**src/rtl/serial_sub_pkg.sv**
```systemverilog
// +----------------------------------------------------------------------+
// | serial_sub_pkg : shared types and helpers for the serial subtractor  |
// | Revision 1.0                                                          |
// +----------------------------------------------------------------------+
`default_nettype none

package serial_sub_pkg;

  typedef enum logic [1:0] {
    IDLE = 2'd0,
    RUN  = 2'd1,
    DONE = 2'd2
  } sub_state_t;

  localparam int SUB_WIDTH_DEFAULT = 8;

  // Counter must be able to hold WIDTH itself without wrapping.
  function automatic int cnt_width(input int w);
    return $clog2(w + 1);
  endfunction

endpackage

`default_nettype wire

```
**src/rtl/full_subtractor.sv**
```systemverilog
// +----------------------------------------------------------------------+
// | full_subtractor : one-bit x - y - bin cell with borrow out            |
// | Revision 1.0                                                          |
// +----------------------------------------------------------------------+
`default_nettype none

module full_subtractor (
  input  logic x,
  input  logic y,
  input  logic bin,
  output logic d,
  output logic bout
);

  assign d    = x ^ y ^ bin;
  assign bout = (~x & y) | (~(x ^ y) & bin);

endmodule

`default_nettype wire

```
**src/rtl/serial_subtractor.sv**
```systemverilog
// +----------------------------------------------------------------------+
// | serial_subtractor : bit-serial a - b, LSB first, one bit per clock    |
// | Revision 1.0                                                          |
// +----------------------------------------------------------------------+
`default_nettype none

module serial_subtractor
  import serial_sub_pkg::*;
#(
  parameter int WIDTH = SUB_WIDTH_DEFAULT
) (
  input  logic             clk,
  input  logic             rst,
  input  logic             start,
  input  logic [WIDTH-1:0] a,
  input  logic [WIDTH-1:0] b,
  output logic             busy,
  output logic             done,
  output logic [WIDTH-1:0] diff,
  output logic             borrow
);

  localparam int               CNT_W    = cnt_width(WIDTH);
  localparam logic [CNT_W-1:0] CNT_LAST = CNT_W'(WIDTH - 1);

  sub_state_t       state_q, state_d;
  logic [WIDTH-1:0] a_sh_q, a_sh_d;
  logic [WIDTH-1:0] b_sh_q, b_sh_d;
  logic [WIDTH-1:0] res_q, res_d;
  logic [WIDTH-1:0] diff_q, diff_d;
  logic [CNT_W-1:0] cnt_q, cnt_d;
  logic             br_q, br_d;
  logic             borrow_q, borrow_d;
  logic             busy_q, busy_d;
  logic             done_q, done_d;

  logic             w_bit_d;
  logic             w_bit_bout;
  logic             w_load;
  logic             w_last;
  logic [WIDTH-1:0] w_res_shift;

  full_subtractor u_fs (
    .x    (a_sh_q[0]),
    .y    (b_sh_q[0]),
    .bin  (br_q),
    .d    (w_bit_d),
    .bout (w_bit_bout)
  );

  assign w_load      = start && ((state_q == IDLE) || (state_q == DONE));
  assign w_last      = (state_q == RUN) && (cnt_q == CNT_LAST);
  assign w_res_shift = {w_bit_d, res_q[WIDTH-1:1]};

  // State register
  always_ff @(posedge clk or posedge rst) begin
    if (rst) begin
      state_q <= IDLE;
    end else begin
      state_q <= state_d;
    end
  end

  // Next-state logic
  always_comb begin
    state_d = state_q;
    unique case (state_q)
      IDLE:    if (start) state_d = RUN;
      RUN:     if (w_last) state_d = DONE;
      DONE:    state_d = start ? RUN : IDLE;
      default: state_d = IDLE;
    endcase
  end

  // Status outputs are registered from the next state so they align with it.
  always_comb begin
    busy_d = (state_d == RUN);
    done_d = (state_d == DONE);
  end

  always_comb begin
    a_sh_d   = a_sh_q;
    b_sh_d   = b_sh_q;
    res_d    = res_q;
    cnt_d    = cnt_q;
    br_d     = br_q;
    diff_d   = diff_q;
    borrow_d = borrow_q;
    if (w_load) begin
      a_sh_d = a;
      b_sh_d = b;
      res_d  = '0;
      cnt_d  = '0;
      br_d   = 1'b0;
    end else if (state_q == RUN) begin
      a_sh_d = {1'b0, a_sh_q[WIDTH-1:1]};
      b_sh_d = {1'b0, b_sh_q[WIDTH-1:1]};
      res_d  = w_res_shift;
      cnt_d  = cnt_q + CNT_W'(1);
      br_d   = w_bit_bout;
      if (w_last) begin
        diff_d   = w_res_shift;
        borrow_d = w_bit_bout;
      end
    end
  end

  always_ff @(posedge clk or posedge rst) begin
    if (rst) begin
      a_sh_q   <= '0;
      b_sh_q   <= '0;
      res_q    <= '0;
      cnt_q    <= '0;
      br_q     <= 1'b0;
      diff_q   <= '0;
      borrow_q <= 1'b0;
      busy_q   <= 1'b0;
      done_q   <= 1'b0;
    end else begin
      a_sh_q   <= a_sh_d;
      b_sh_q   <= b_sh_d;
      res_q    <= res_d;
      cnt_q    <= cnt_d;
      br_q     <= br_d;
      diff_q   <= diff_d;
      borrow_q <= borrow_d;
      busy_q   <= busy_d;
      done_q   <= done_d;
    end
  end

  assign busy   = busy_q;
  assign done   = done_q;
  assign diff   = diff_q;
  assign borrow = borrow_q;

endmodule

`default_nettype wire

```
**config.mk**
```make
export PLATFORM = sky130hd
export DESIGN_NAME = serial_subtractor
export DESIGN_NICKNAME = d
export VERILOG_FILES = /design/src/rtl/serial_sub_pkg.sv /design/src/rtl/full_subtractor.sv /design/src/rtl/serial_subtractor.sv
export SDC_FILE = /design/constraint.sdc
export NUM_CORES = 1
export LEC_CHECK = 0
export ABC_AREA = 1
export BUFFER_PORTS_ARGS = -buffer_cell sky130_fd_sc_hd__buf_4
export CAP_MARGIN = 40
export CORE_MARGIN = 4
export CORE_UTILIZATION = 30
export CTS_BUF_LIST = sky130_fd_sc_hd__clkbuf_4
export CTS_CLUSTER_SIZE = 30
export DETAILED_ROUTE_END_ITERATION = 10
export HOLD_SLACK_MARGIN = 0.15
export MAX_ROUTING_LAYER = met4
export SYNTH_ARGS = -nofsm -noshare
export SYNTH_HDL_FRONTEND = slang
export SYNTH_SLANG_ARGS = --single-unit
```
**constraint.sdc**
```tcl
create_clock -name clk -period 1.57 [get_ports clk]
set_clock_uncertainty 0.05 [all_clocks]
set_input_delay 0.2355 -clock clk [delete_from_list [all_inputs] [get_ports clk]]
set_output_delay 0.2355 -clock clk [all_outputs]
set_load 0.01 [all_outputs]
```
==> metrics.md <==
| Metric | Value |
|---|---|
| Setup violators final | 0 |
| Post_cts resized | 0 |
| Synth Area in Compound Gates | 7.51% |
| Top-level I/O count | 30 |
| Drt total wl | 3120 um |
| Vias in the first global route | 1,234 |
| Insertion delay to the later sink of the worst-skew pair | 0.34 ns |
| Final hold viol count | 0 |
| RSZ-0062 raised after global routing | false |
| Fmax | 0.742 GHz |
| Syn nets | 198 |
| Period utilization | 85.8% |
| Number of port buffers | 29 |
| Number of max-cap violations | 0 |
| GPL Wtd Cong | 0.713 |
| Root Buffer | clkbuf_4 |
| PD cells | 1730 nW/um^2 |
| Ys Warns | 0 |
| Tightest Pin Transition | 0.513 ns |
| Cells after DPL | 274 |
| Clk pin slew, worst setup/hold paths | 0.12 ns |
| CTS H-tree depth | 2 |
| Cells after Synth | 177 |
| Total congestion overflow | 0 |
| Total CTS buffers | 5 |
| Hold Crit Class | reg2reg |
| Crit Path Class | reg2reg |
| Final ANT Viol Nets | 0 |
| Crit path launch type | flop |
| Synthesized cell area | 1680 um^2 |
| Clock Sinks | 41 |
| Max-slew violations | 0 |
| Crit. End Element | flop |
| Outcome | finished, final reports clean |
| TritonRoute pass-1 iters | 4 |
| Fin Setup TNS | 0 ns |
| Layout Nets | 248 |
| Setup WS post-layout | 0.223 ns |
| Avg WL per Cell | 10.4 um |
| Diode count | 0 |
| Largest family of logic cells by synthesized area | simple AND/OR/NAND/NOR gates |
| Core region area | 5470 um^2 |
| Place WS | 0.258 ns |
| Fin crit period | 1.35 ns |
| Die Span X | 82.9 um |
| Simple-Gate Fraction of Synth Area | 21.8% |
| Most common cell after layout, fill and taps aside | nand2_1 |
| Crit path DAT | 1.57 ns |
| Mux share of post-synthesis cell area | 0% |
| Hpwl dp | 2040 um |
| CP required | 1.80 ns |
| Worst VDD drop | 0.000602 V |
| Synth Area in Adders | 1.93% |
| CP max FO | 20 |
| DP Area | 1950 um^2 |
| Layout cells sized above 1 | 19.7% |
| Crit path cell chain | ha_1 -> nand2_1 -> nor2_1 -> nand2_1 -> buf_4 -> inv_1 -> nor2_1 |
| Starting Density | 30.7% |
| CTS tree | done |
| Largest net degree at the start of global routing | 42 |
| Worst slew margin | 65.8% |
| Area grow syn2layout | 30.1% |
| GRT Total Usage | 10.2% |
| Crit-path slowest cell | dfrtp_1 |
| Slowest stage delay, CP | 0.42 ns |
| Iter 0 DRT Violations | 52 |
| Filler cells | 570 |
| DRC | 0 |
| Die Area | 6870 um^2 |
| Clock Tree Buf Depth | 2 |
| Post-Synth XOR/XNOR Area | 0% |
| Syn avg cell area | 9.51 um^2 |
| Design Area, Final | 2190 um^2 |
| Yosys reg bits | 41 |
| Vias after detailed routing | 1,289 |
| Part of the Yosys area used for sequential elements | 61.0% |
| Post-DR vias/cell | 4.30 |
| Commonest non-fill, non-tap cells in the layout | nand2_1, dfrtp_1, buf_4 |
| Netlist cell types | 20 |
| Chip height | 82.9 um |
| Pleak | 1.11 nW |
| Post-route insts no fill | 300 |
| FP Rows | 27 |
| First-pass GRT wire length | 5580 um |
| Initial antenna violation count | 0 |
[critical path: cells and delay by family (launching register included)]
kind	cells	cell delay (ns)
simple gates	4	0.27
buf+inv	2	0.32
fa+ha+maj	1	0.21
flops	1	0.42
[per-stage QoR]
step                      total power, mW  hold slack (ns)  util [%]
final                                3.79            0.433      40.0
after global routing                 4.15            0.449      40.0
after CTS                            3.86            0.436      40.0
after detailed placement             3.29            0.353      35.7
after global placement               3.25            0.347      35.7
after floorplan                      2.89            0.302         -
[flip-flops by register name, summed over array words and instances (netlist names), 2 cells and up]
register	count
b_sh_q	8
res_q	7
cnt_q	4
state_q	2
diff	8
a_sh_q	8
[area by class of cell]
type                            count  area, um^2  share of cell area, %
Clock inverter                      2        10.0                  0.457
Timing Repair Buffer               50         420                   19.2
Multi-Input combinational cell    111         526                   24.0
Tap cell                           72        90.1                   4.11
Clock buffer                        6        45.0                   2.06
Sequential cell                    41        1030                   46.9
Inverter                           18        72.6                   3.31
[power breakdown]
group	internal [mW]	switching [mW]	total (mW)
registers	1.52	0.221	1.74
logic	0.648	0.892	1.54
clock network	0.188	0.327	0.515
total	2.35	1.44	3.79
[cells by family after synthesis]
family	count (synthesis)
buf+inv	25
simple gates	86
flops	41
fa+ha+maj	2
compound gates	23
[what timing repair did]
action                    CTS  global route
setup buffers               0             0
hold endpoints to repair   58             0
hold buffers               18             0
[cells in the mapped netlist]
cell      instances  area share [%]
buf_6             3             2.0
inv_1            16             3.6
inv_6             1            0.52
nand2_2           1            0.37
nand2_4           1            0.67
buf_2             2            0.59
nand2_8           1             1.2
nor2_1            7             1.6
buf_4             2            0.89
o22ai_1           7             2.6
o211ai_1          1            0.45
fa_1              1             1.2
o21ai_0           2            0.59
o21ai_1          10             3.0
a21oi_1           3            0.89
inv_2             1            0.22
nand3_1          14             4.2
dfrtp_1          41              61
ha_1              1            0.74
nand2_1          62              14
[per-layer routing]
| layer | GRT usage [%] | share of wire (%) | vias up |
|---|---|---|---|
| li1 | - | - | 662 |
| met1 | 12.2 | 47 | 595 |
| met2 | 15.7 | 46 | 27 |
| met3 | 3.77 | 5.7 | 5 |
| met4 | 4.01 | 1.3 | 0 |
| met5 | - | 0 | - |
[final timing paths]
path	slack, ns	depth (start not counted)	from	endpoint
worst max-delay path	0.22	7	cnt_q[0]$_DFFE_PP0P_	busy$_DFF_PP0_
worst min-delay path	0.43	2	a_sh_q[7]$_DFFE_PP0P_	a_sh_q[7]$_DFFE_PP0P_
worst max register to register	0.22	7	cnt_q[0]$_DFFE_PP0P_	busy$_DFF_PP0_
worst min register to register	0.43	2	a_sh_q[7]$_DFFE_PP0P_	a_sh_q[7]$_DFFE_PP0P_
max in group asynchronous	0.60	4	rst	b_sh_q[7]$_DFFE_PP0P_
min in group asynchronous	0.51	4	rst	diff[6]$_DFFE_PP0P_
Note: power is estimated with default switching activity, not from simulation.
